==> src/rtl/reset_seq_pkg.sv <==
// Shared definitions for the reset sequencer: FSM state encoding,
// legal parameter ranges and the counter sizing helper.
package reset_seq_pkg;

   // Sequencer states: wait for synchronised release, hold off, stagger outputs, idle.
   typedef enum logic [1:0] {
      HOLD    = 2'd0,
      STRETCH = 2'd1,
      RELEASE = 2'd2,
      RUN     = 2'd3
   } seq_state_e;

   // Legal parameter ranges.
   localparam int SYNC_STAGES_MIN    = 2;
   localparam int SYNC_STAGES_MAX    = 8;
   localparam int NUM_CH_MIN         = 1;
   localparam int NUM_CH_MAX         = 16;
   localparam int STRETCH_CYCLES_MIN = 1;
   localparam int STRETCH_CYCLES_MAX = 65535;
   localparam int STEP_CYCLES_MIN    = 1;
   localparam int STEP_CYCLES_MAX    = 255;

   // Counter width large enough for the longer of the two intervals.
   function automatic int cnt_width(input int stretch_cycles, input int step_cycles);
      int longest;
      longest = (stretch_cycles > step_cycles) ? stretch_cycles : step_cycles;
      return $clog2(longest + 1);
   endfunction

endpackage

==> src/rtl/reset_sync_stages.sv <==
// Reset release synchroniser: a chain of flops cleared asynchronously,
// with a constant 1 shifted in so release reaches the core on CLK.
module reset_sync_stages
   import reset_seq_pkg::*;
#(
   parameter int SYNC_STAGES = 2
) (
   input  logic CLK,
   input  logic RESETINn,
   output logic sync_out
);

   logic [SYNC_STAGES-1:0] sync_reg;

   genvar gi;
   generate
      for (gi = 0; gi < SYNC_STAGES; gi++) begin : g_stage
         if (gi == 0) begin : g_first
            // First stage loads a constant 1 once reset is released.
            always_ff @(posedge CLK or negedge RESETINn) begin
               if (!RESETINn) sync_reg[gi] <= 1'b0;
               else           sync_reg[gi] <= 1'b1;
            end
         end else begin : g_next
            // Later stages shift the release along the chain.
            always_ff @(posedge CLK or negedge RESETINn) begin
               if (!RESETINn) sync_reg[gi] <= 1'b0;
               else           sync_reg[gi] <= sync_reg[gi-1];
            end
         end
      end
   endgenerate

   assign sync_out = sync_reg[SYNC_STAGES-1];

endmodule

==> src/rtl/reset_sync_seq.sv <==
// Reset synchroniser and sequencer: asserts all channel resets
// asynchronously, releases them on CLK after a stretch interval, one
// channel every STEP_CYCLES, and accepts a software reset once running.
module reset_sync_seq
   import reset_seq_pkg::*;
#(
   parameter int SYNC_STAGES    = 2,
   parameter int NUM_CH         = 3,
   parameter int STRETCH_CYCLES = 16,
   parameter int STEP_CYCLES    = 4
) (
   input  logic              CLK,
   input  logic              RESETINn,
   input  logic              SWRSTREQ,
   output logic [NUM_CH-1:0] RESETOUTn,
   output logic              BUSY
);

   localparam int CW = cnt_width(STRETCH_CYCLES, STEP_CYCLES);
   // Counter values at which the current interval ends.
   localparam logic [CW-1:0] STRETCH_LAST = CW'(STRETCH_CYCLES - 1);
   localparam logic [CW-1:0] STEP_LAST    = CW'(STEP_CYCLES - 1);

   seq_state_e        state_reg, state_next;
   logic [CW-1:0]     cnt_reg, cnt_next;
   logic [NUM_CH-1:0] out_reg, out_next, out_step;
   logic              busy_reg, busy_next;
   logic              sync_out;

   reset_sync_stages #(
      .SYNC_STAGES(SYNC_STAGES)
   ) u_sync (
      .CLK     (CLK),
      .RESETINn(RESETINn),
      .sync_out(sync_out)
   );

   // Output vector with the next channel (lowest still-low index) released.
   always_comb begin
      out_step    = out_reg;
      out_step[0] = 1'b1;
      for (int i = 1; i < NUM_CH; i++) begin
         out_step[i] = out_reg[i] | out_reg[i-1];
      end
   end

   // Next-state, counter and channel-output decisions.
   always_comb begin
      state_next = state_reg;
      cnt_next   = cnt_reg;
      out_next   = out_reg;
      case (state_reg)
         HOLD: begin
            // The edge that sees the synchroniser release counts as the
            // first stretch edge; a one-cycle stretch therefore releases
            // channel 0 straight from here.
            if (sync_out) begin
               if (STRETCH_CYCLES == 1) begin
                  out_next   = NUM_CH'(1);
                  cnt_next   = '0;
                  state_next = RELEASE;
               end else begin
                  cnt_next   = CW'(1);
                  state_next = STRETCH;
               end
            end
         end
         STRETCH: begin
            if (cnt_reg == STRETCH_LAST) begin
               out_next   = NUM_CH'(1);
               cnt_next   = '0;
               state_next = RELEASE;
            end else begin
               cnt_next = cnt_reg + CW'(1);
            end
         end
         RELEASE: begin
            // Leave once the last channel is seen high, so RELEASE spans
            // at least one cycle even with a single channel.
            if (out_reg[NUM_CH-1]) begin
               cnt_next   = '0;
               state_next = RUN;
            end else if (cnt_reg == STEP_LAST) begin
               out_next = out_step;
               cnt_next = '0;
            end else begin
               cnt_next = cnt_reg + CW'(1);
            end
         end
         RUN: begin
            // Software reset restarts the stretch; the request edge is edge 0.
            if (SWRSTREQ) begin
               out_next   = '0;
               cnt_next   = '0;
               state_next = STRETCH;
            end
         end
         default: begin
            state_next = HOLD;
         end
      endcase
      busy_next = ~&out_next;
   end

   // State, counter and output flops, all cleared by RESETINn.
   always_ff @(posedge CLK or negedge RESETINn) begin
      if (!RESETINn) begin
         state_reg <= HOLD;
         cnt_reg   <= '0;
         out_reg   <= '0;
         busy_reg  <= 1'b1;
      end else begin
         state_reg <= state_next;
         cnt_reg   <= cnt_next;
         out_reg   <= out_next;
         busy_reg  <= busy_next;
      end
   end

   assign RESETOUTn = out_reg;
   assign BUSY      = busy_reg;

endmodule

==> config.mk <==
export PLATFORM = sky130hd
export DESIGN_NAME = reset_sync_seq
export DESIGN_NICKNAME = d
export VERILOG_FILES = /design/src/rtl/reset_seq_pkg.sv /design/src/rtl/reset_sync_stages.sv /design/src/rtl/reset_sync_seq.sv
export SDC_FILE = /design/constraint.sdc
export NUM_CORES = 1
export LEC_CHECK = 0
export CAP_MARGIN = 30
export CORE_MARGIN = 4
export CORE_UTILIZATION = 50
export CTS_BUF_LIST = sky130_fd_sc_hd__clkbuf_4
export DETAILED_ROUTE_END_ITERATION = 12
export MAX_ROUTING_LAYER = met4
export PLACE_DENSITY = 0.74
export SYNTH_ARGS = -nofsm -noshare
export SYNTH_HDL_FRONTEND = slang
export SYNTH_HIERARCHICAL = 1
export SYNTH_SLANG_ARGS = --single-unit
==> constraint.sdc <==
create_clock -name CLK -period 1.7 [get_ports CLK]
set_input_delay 0.255 -clock CLK [delete_from_list [all_inputs] [get_ports CLK]]
set_output_delay 0.255 -clock CLK [all_outputs]
set_load 0.02 [all_outputs]
# --- After elaboration in Yosys (flattened, before gate mapping) ---
# Index checks and enable logic that the tools add are counted.
word_totals:
  regBits: 13
  in_bits: 3
  output_inout_bits: 4
  wordCells: 39
op_classes:
  n_addsub: 1
  n_eq_ne: 9
  muxes: 16
  n_bitwise: 2
  n_reduce_logical: 5
ops:
  columns: ["cell", "n"]
  rows:
  - ["two-way mux 5 bit", 5]
  - ["case mux 5 bit (4 select lines)", 1]
  - ["two-way mux 3 bit", 4]
  - ["case mux 3 bit (3 select lines)", 1]
  - ["two-way mux 2 bit", 4]
  - ["case mux 2 bit (4 select lines)", 1]
  - ["inequality test 2 bit (second input constant)", 3]
  - ["adder 5 x 1 -> 5 bit (second input constant)", 1]
  - ["== test 5 x 2 -> 1 bit (second input constant)", 1]
  - ["== test 5 x 4 -> 1 bit (second input constant)", 1]
  - ["== test 2 bit (second input constant)", 2]
  - ["AND reduction 4 bit", 1]
  - ["AND reduction 3 bit", 1]
  - ["== test 2 x 1 -> 1 bit (second input constant)", 1]
  - ["logical NOT 2 bit", 1]
  - ["inequality test 2 x 1 -> 1 bit (second input constant)", 1]
  - ["bitwise OR 1 bit", 2]
  - ["AND reduction 2 bit", 1]
  - ["logical NOT 1 bit", 1]

# --- Logic depth before layout (Yosys ltp) ---
# Gate-level depths: netlist (run 1).
depth:
  word_depth: 6
  ltp_mapped: 8
  mapped_depth_nobuf: 8

# --- By module ---
# Netlist (run 1), hierarchy kept.
by_module_without_submodules:
  columns: ["module", "n_inst", "cells_per_inst", "area_each_um2", "seq_area_each_um2"]
  rows:
  - ["reset_sync_seq", 1, 68, 695.7, 276.5]
  - ["reset_sync_stages", 1, 3, 53.8, 50.0]

# --- Least setup slack after synthesis (run 1) ---
# No wires, ideal clock.
synth_timing:
  path_type: "reg-to-reg"
  from: "register cnt_reg[0]"
  to: "register out_reg[1] (netlist: RESETOUTn[1])"
  setup_ps: 127
  arrival_ps: 1650
  required_time_ps: 1573
  slack_ps: -77
  path_stages_with_launch: 8
  path_buffers: 0
  synth_period_minus_slack_ps: 1777
  cell_sequence: "dfrtp_1 ha_1 nand3_1 inv_1 ha_1 nor2b_1 or4_4 a22o_2"
synth_between:
  elab_chain_len: 4
  elab_cells_between_ends: 6
  cone_classes: "eq/ne: 2; mux: 4"
synth_rtl:
  columns: ["element", "line", "rtl"]
  rows:
  - ["from (decl)", "reset_sync_seq.sv:25", "logic [CW-1:0] cnt_reg, cnt_next;"]
  - ["from (signal assigned)", "reset_sync_seq.sv:114", "cnt_reg <= cnt_next;"]
  - ["== test 5 x 2 -> 1 bit", "reset_sync_seq.sv:83", "end else if (cnt_reg == STEP_LAST) begin"]
  - ["two-way mux 3 bit", "reset_sync_seq.sv:83", null]
  - ["two-way mux 3 bit", "reset_sync_seq.sv:80", "if (out_reg[NUM_CH-1]) begin"]
  - ["case mux 3 bit (3 select lines) (*)", "reset_sync_seq.sv:52", "case (state_reg)"]
  - ["net out_next[1]", "reset_sync_seq.sv:26", "logic [NUM_CH-1:0] out_reg, out_next, out_step;"]
  - ["to (signal assigned)", "reset_sync_seq.sv:115", "out_reg <= out_next;"]
  - ["to (decl)", "reset_sync_seq.sv:26", null]
# Mark *: on every way through the listed nets, which the timed path passes. The rest lies on a longest branch.
# A chain may end at the register's enable or synchronous reset.

# --- Final worst setup path (run 1) ---
layout_timing:
  from: "register cnt_reg[1]"
  to: "register out_reg[1] (netlist: RESETOUTn[1])"
# The elaborated chain is that of the path after synthesis.

==> results of run 1 <==
==> cell usage in the layout, fill, tap and decap left out, types with 2 or more instances in the layout <==
master	n
a211oi_1	2
a21oi_1	2
buf_4	11
clkbuf_4	4
clkdlybuf4s50_1	6
dfrtp_1	12
ha_1	5
ha_2	3
inv_1	6
inv_2	2
nand2_1	5
nand3_1	2
nand3_2	3
nor2b_1	2
o21ai_0	4
==> final cells by class <==
type,count,area (um2)
inverter,8,30.03
timing repair buffer,17,142.6
tap,15,18.77
sequential,13,326.6
multi-input combinational,50,457.9
fill,84,344.1
clock buffer,4,30.03
==> metrics by stage <==
stage	hold slack (ns)	total power [mW]	cell area, um2	setup WS (ns)	TNS [ns]
final	0.3434	1.404	1006	-0.09057	-0.1784
after global routing	0.3700	1.496	1006	-0.1168	-0.2486
after CTS	0.3569	1.311	968.4	-0.04373	-0.08072
after detailed placement	0.3596	1.101	920.9	-0.06148	-0.1185
after global placement	0.3442	1.095	920.9	-0.01483	-0.01957
after floorplan	-0.04059	0.8586	767.0	-0.03835	-0.06167
==> cell usage after synthesis <==
cell type | number | area [um2]
dfstp_2 | 1 | 26.28
nor2b_1 | 2 | 12.51
o21a_1 | 1 | 7.510
o31ai_1 | 1 | 7.510
nor3_2 | 1 | 10.01
mux2i_1 | 1 | 10.01
a211oi_1 | 2 | 15.01
nand3b_1 | 1 | 7.510
a311o_2 | 1 | 11.26
nand2b_1 | 2 | 12.51
nand3_2 | 1 | 10.01
a22o_2 | 1 | 10.01
nand2_1 | 5 | 18.77
inv_1 | 8 | 30.03
or4b_4 | 1 | 13.76
a31oi_1 | 1 | 6.260
o41a_1 | 1 | 11.26
a21oi_1 | 2 | 10.01
o21ai_0 | 5 | 25.02
mux2_2 | 1 | 11.26
or3_2 | 1 | 7.510
conb_1 | 1 | 3.750
nor3_1 | 1 | 5.000
o22ai_1 | 1 | 6.260
dfrtp_1 | 12 | 300.3
or4_4 | 1 | 11.26
nand3_1 | 4 | 20.02
nor4b_1 | 1 | 8.760
ha_1 | 9 | 112.6
a21o_1 | 1 | 7.510
==> worst reg2reg max path: stages, from the launching register on <==
cell and delay [ns]:
dfrtp_1 0.39, ha_2 0.21, nand3_2 0.08, inv_2 0.08, ha_4 0.13, nor2b_1 0.04
or4_4 0.48, a22o_4 0.27
==> metal layers <==
layer / global-route usage, % / vias to the layer above / share of wire, %
li1: - / 293 / -
met1: 22.38 / 286 / 44
met2: 28.85 / 14 / 50
met3: 2.344 / 5 / 4.2
met4: 8.287 / 0 / 1.9
met5: - / - / 0
==> power by group through the flow <==
stage / Combinational, mW / Clock (mW) / Sequential (mW)
after floorplan: 0.431 / 0 / 0.427
after global placement: 0.667 / 0 / 0.427
after detailed placement: 0.672 / 0 / 0.429
after CTS: 0.674 / 0.213 / 0.424
after global routing: 0.826 / 0.228 / 0.441
final: 0.756 / 0.213 / 0.435
==> logic make-up after synthesis <==
kind of cell,synth area share [%]
compound gates,15.69
buf+inv,4.007
other cells,0.5004
fa+ha+maj,15.03
simple gates,18.36
flops,43.57
mux,2.838
==> worst max-delay path by stage <==
stage / slack [ns] / end / cells past startpoint / startpoint
2_1_floorplan: -0.04 / RESETOUTn[1]$_DFF_PN0_ / 7 / cnt_reg[1]$_DFFE_PN0P_
4_1_cts: -0.04 / RESETOUTn[1]$_DFF_PN0_ / 7 / cnt_reg[0]$_DFFE_PN0P_
3_5_place_dp: -0.06 / RESETOUTn[1]$_DFF_PN0_ / 7 / cnt_reg[1]$_DFFE_PN0P_
5_1_grt: -0.12 / RESETOUTn[1]$_DFF_PN0_ / 7 / cnt_reg[1]$_DFFE_PN0P_
3_3_place_gp: -0.01 / RESETOUTn[1]$_DFF_PN0_ / 7 / cnt_reg[1]$_DFFE_PN0P_
6_report: -0.09 / RESETOUTn[1]$_DFF_PN0_ / 7 / cnt_reg[1]$_DFFE_PN0P_
==> repair_timing <==
| item | 4_1_cts | 5_1_grt |
|---|---|---|
| gates resized for setup | 2 | 10 |
| setup endpoints to repair | 2 | 7 |
| setup buffers | 1 | 0 |
| pin swaps | 2 | 3 |
==> flow_metrics.env, run 1 <==
export IMPL_cts_max_path_buffers=2
export IMPL_syn_area_um2=749.5
export IMPL_comb_power_share_pct=53.8
export IMPL_fmax_mhz=558.5
export IMPL_cts_sinks=13
export IMPL_drive_gt1_share_pct=39.13
export IMPL_viasPerCell=5.589
export IMPL_postSynthAreaPerCell_um2=10.56
export IMPL_finalWirelength_mm=1.653
export IMPL_dieArea_um2=2182
export IMPL_drt_initial_drc_count=18
export IMPL_r2r_start="cnt_reg[1]$_DFFE_PN0P_"
export IMPL_first_global_vias=575
export IMPL_cp_required_ns=1.87
export IMPL_vdd_ir_drop_worst_v=0.0009020
export IMPL_power_density_nw_per_um2=1395
export IMPL_fin_cells=107
export IMPL_cp_end_kind="register"
export IMPL_vias=598
export IMPL_io_pins=7
export IMPL_skew_ns=0.003362
export IMPL_syn2layout_area_growth_pct=34.22
export IMPL_setup_ws_ns=-0.09057
export IMPL_fin_util_pct=74.51
export IMPL_drc=0
export IMPL_coreArea_um2=1350
export IMPL_grt_first_pass_wirelength_mm=2.594
export IMPL_grtUsageTotal_pct=18.02
export IMPL_synth_seq_area_share_pct=43.57
export IMPL_cpMaxStageDelayCell="or4_4"
export IMPL_overflow=0
export IMPL_outcome="complete, but fails checks"
export IMPL_clkPwrFrac_pct=15.2
export IMPL_dp_cells=102
export IMPL_start_util_pct=55.51
export IMPL_netlist_cell_type_count=30
export IMPL_insertion_delay_ns=0.28
export IMPL_numPortBuffers=6
export IMPL_setup_viol=2
export IMPL_fin_crit_sh_pct=105.3
export IMPL_critPathKind="register to register"
export IMPL_layout_nets=105
export IMPL_relSlewSlack_pct=60.26
export IMPL_cp_max_fo=3
export IMPL_failed_checks="setup timing"
export IMPL_slowest_delay_ns=0.48
export IMPL_p_int_uw=844.1
export IMPL_cap_violations=0
export IMPL_diodes=0
export IMPL_rr_worst_depth=7
export IMPL_drtPass1Iterations=4
export IMPL_clk_pin_slew_ns=0.08
export IMPL_path_buf_inv=1
export IMPL_yosys_warnings=6
export IMPL_row_count=13
export IMPL_avgRoutedWirePerCell_um=15.45
export IMPL_worstMarginPinSlew_ns=0.5942
export IMPL_antenna_found_initial=0
export IMPL_hp_class="input port to asynchronous set/reset pin"
export IMPL_rsz0062_at_grt="true"
export IMPL_slew_viol_final=0
export IMPL_critPathTopFamily="simple AND/OR/NAND/NOR gates"
export IMPL_cts_made_buffers=3
export IMPL_reg2reg_slack_ns=-0.09
export IMPL_postRouteAntennaNets=0
export IMPL_power_frac_seq_pct=31.0
export IMPL_largest_register_ffs=5
export IMPL_path_cells="ha_2, nand3_2, inv_2, ha_4, nor2b_1, or4_4, a22o_4"
export IMPL_postCtsHoldBufs=0
export IMPL_start_kind="register"
export IMPL_ys_seq_elements=13
export IMPL_die_width_um=46.72
export IMPL_gp_congestion=0.8561
export IMPL_sw_frac_of_total_pct=39.86
export IMPL_die_h_um=46.72
export IMPL_worstPathArrival_ns=1.96
export IMPL_cts_root_buf="clkbuf_4"
export IMPL_power_switching_uw=559.5
export IMPL_p_leak_nw=0.4578
export IMPL_synth_nets=83
export IMPL_r2r_end="RESETOUTn[1]$_DFF_PN0_"
export IMPL_hpwlAfterDp_mm=1.128
export IMPL_cts_tree="done"
export IMPL_grt_max_degree=14
export IMPL_postSynthCellCount=71
export IMPL_hold_viol_final=0
export IMPL_ctsHtreeMaxLevel=1
export IMPL_period_needed_ns=1.791
Note: power is estimated with default switching activity, not from simulation.
==> inputs of run 2 (changes only) <==
CELL_PAD_IN_SITES_DETAIL_PLACEMENT = 0   (was default)
CELL_PAD_IN_SITES_GLOBAL_PLACEMENT = 2   (was default)
CORE_UTILIZATION = 34   (was 50)
PLACE_DENSITY = default   (was 0.74)
PLACE_DENSITY_LB_ADDON = 0.1   (was default)
==> flow_metrics.env, run 2 (synthesis gave the netlist of run 1 again) <==
export IMPL_outcome="complete, but fails checks"
export IMPL_failed_checks="setup timing"
export IMPL_largest_register_ffs=5
export IMPL_reg2reg_slack_ns=-0.04
export IMPL_viasPerCell=4.896
export IMPL_start_util_pct=37.07
export IMPL_cts_root_buf="clkbuf_4"
export IMPL_final_cell_area_um2=1082
export IMPL_die_width_um=54.95
export IMPL_io_pins=7
export IMPL_drive_gt1_share_pct=44.90
export IMPL_fin_util_pct=53.53
export IMPL_row_count=16
export IMPL_worstPathArrival_ns=1.91
export IMPL_cp_required_ns=1.87
export IMPL_hpwlAfterDp_mm=1.183
export IMPL_critPathTopFamily="simple AND/OR/NAND/NOR gates"
export IMPL_p_leak_nw=0.4881
export IMPL_postRouteAntennaNets=0
export IMPL_cts_made_buffers=3
export IMPL_drtPass1Iterations=4
export IMPL_clk_pin_slew_ns=0.09
export IMPL_vdd_ir_drop_worst_v=0.0007134
export IMPL_use_met2_pct=21.06
export IMPL_drt_initial_drc_count=12
export IMPL_cpMaxStageDelayCell="or4_4"
export IMPL_power_density_nw_per_um2=1376
export IMPL_r2r_start="cnt_reg[1]$_DFFE_PN0P_"
export IMPL_finalWirelength_mm=1.656
export IMPL_avgRoutedWirePerCell_um=13.25
export IMPL_critPathKind="register to register"
export IMPL_cts_tree="done"
export IMPL_top_usage_layer="met2"
export IMPL_grtUsageTotal_pct=13.72
export IMPL_met3_usage_pct=3.217
export IMPL_period_needed_ns=1.739
export IMPL_overflow=0
export IMPL_hp_class="input port to asynchronous set/reset pin"
export IMPL_antenna_found_initial=0
export IMPL_start_kind="register"
export IMPL_cap_violations=0
export IMPL_drc=0
export IMPL_rr_worst_depth=7
export IMPL_insertion_delay_ns=0.28
export IMPL_gp_congestion=0.7843
export IMPL_syn2layout_area_growth_pct=44.41
export IMPL_path_cells="ha_4, nand3_4, inv_2, ha_4, nor2b_2, or4_4, a22o_4"
export IMPL_dpl_cell_area_um2=965.9
export IMPL_path_buf_inv=1
export IMPL_vias=612
export IMPL_slew_viol_final=0
export IMPL_hold_viol_final=0
export IMPL_crit_path_frequent_cell="ha_4"
export IMPL_numPortBuffers=6
export IMPL_setup_tns_ns=-0.07302
export IMPL_cts_sinks=13
export IMPL_cp_end_kind="register"
export IMPL_setup_viol=2
export IMPL_dieArea_um2=3020
export IMPL_grt_max_degree=14
export IMPL_grt_util_met1_pct=17.20
export IMPL_cts_max_path_buffers=2
export IMPL_layout_nets=111
export IMPL_skew_ns=0.003927
export IMPL_cp_max_fo=3
export IMPL_fmax_mhz=575.1
export IMPL_die_h_um=54.95
export IMPL_final_cell_mix="buf_4, dfrtp_1, clkdlybuf4s50_1"
export IMPL_first_global_vias=634
export IMPL_fin_crit_sh_pct=102.3
export IMPL_ctsHtreeMaxLevel=1
export IMPL_diodes=0
export IMPL_rsz0062_at_grt="true"
export IMPL_setup_ws_ns=-0.03897
export IMPL_grt_first_pass_wirelength_mm=2.808
export IMPL_coreArea_um2=2022
export IMPL_final_common_cell="buf_4"
export IMPL_r2r_end="RESETOUTn[1]$_DFF_PN0_"
export IMPL_slowest_delay_ns=0.48
[run 2: power breakdown]
| part | internal (mW) | switching (mW) | leakage (nW) | total (mW) |
|---|---|---|---|---|
| combinational | 0.431 | 0.408 | 0.305 | 0.839 |
| sequential | 0.370 | 0.0668 | 0.165 | 0.437 |
| clock | 0.107 | 0.107 | 0.0184 | 0.214 |
| total | 0.908 | 0.582 | 0.488 | 1.49 |
[run 2: metal layers]
layer | wire length, um | part of all wire, %
met5 | 0 | 0
met4 | 14 | 0.85
met3 | 44 | 2.7
met2 | 794 | 48
met1 | 801 | 48
[run 2: timing repair]
item / 4_1_cts / 5_1_grt
hold buffers: 0 / 0
setup buffers: 3 / 0
resized for setup: 1 / 15
endpoints found under the setup margin: 7 / 9
pin swaps: 1 / 0
cloned: 0 / 0
[run 2: cell type report]
| type | count | area (um2) |
|---|---|---|
| inverter | 8 | 30.03 |
| tap | 27 | 33.78 |
| sequential | 13 | 326.6 |
| timing repair buffer | 23 | 187.7 |
| multi-input combinational | 50 | 474.2 |
| clock buffer | 4 | 30.03 |
| fill | 191 | 939.7 |
[run 2: worst max path at each step]
stage | from | endpoint | slack [ns] | cells past startpoint
global placement | cnt_reg[1]$_DFFE_PN0P_ | RESETOUTn[1]$_DFF_PN0_ | -0.06 | 7
floorplan | cnt_reg[1]$_DFFE_PN0P_ | RESETOUTn[1]$_DFF_PN0_ | -0.04 | 7
CTS | cnt_reg[1]$_DFFE_PN0P_ | RESETOUTn[1]$_DFF_PN0_ | -0.06 | 7
finish | cnt_reg[1]$_DFFE_PN0P_ | RESETOUTn[1]$_DFF_PN0_ | -0.04 | 7
global route | cnt_reg[0]$_DFFE_PN0P_ | BUSY$_DFF_PN1_ | -0.09 | 8
detailed placement | cnt_reg[1]$_DFFE_PN0P_ | RESETOUTn[1]$_DFF_PN0_ | -0.11 | 7
[run 2: stage by stage]
step	hold slack [ns]	total power, mW	setup WS [ns]	cells
finish	0.2840	1.490	-0.03897	125
global route	0.2970	1.613	-0.09059	125
CTS	0.2819	1.405	-0.05600	125
detailed placement	0.3426	1.157	-0.1089	118
global placement	0.3437	1.160	-0.05849	118
floorplan	-0.04059	0.8586	-0.03835	71
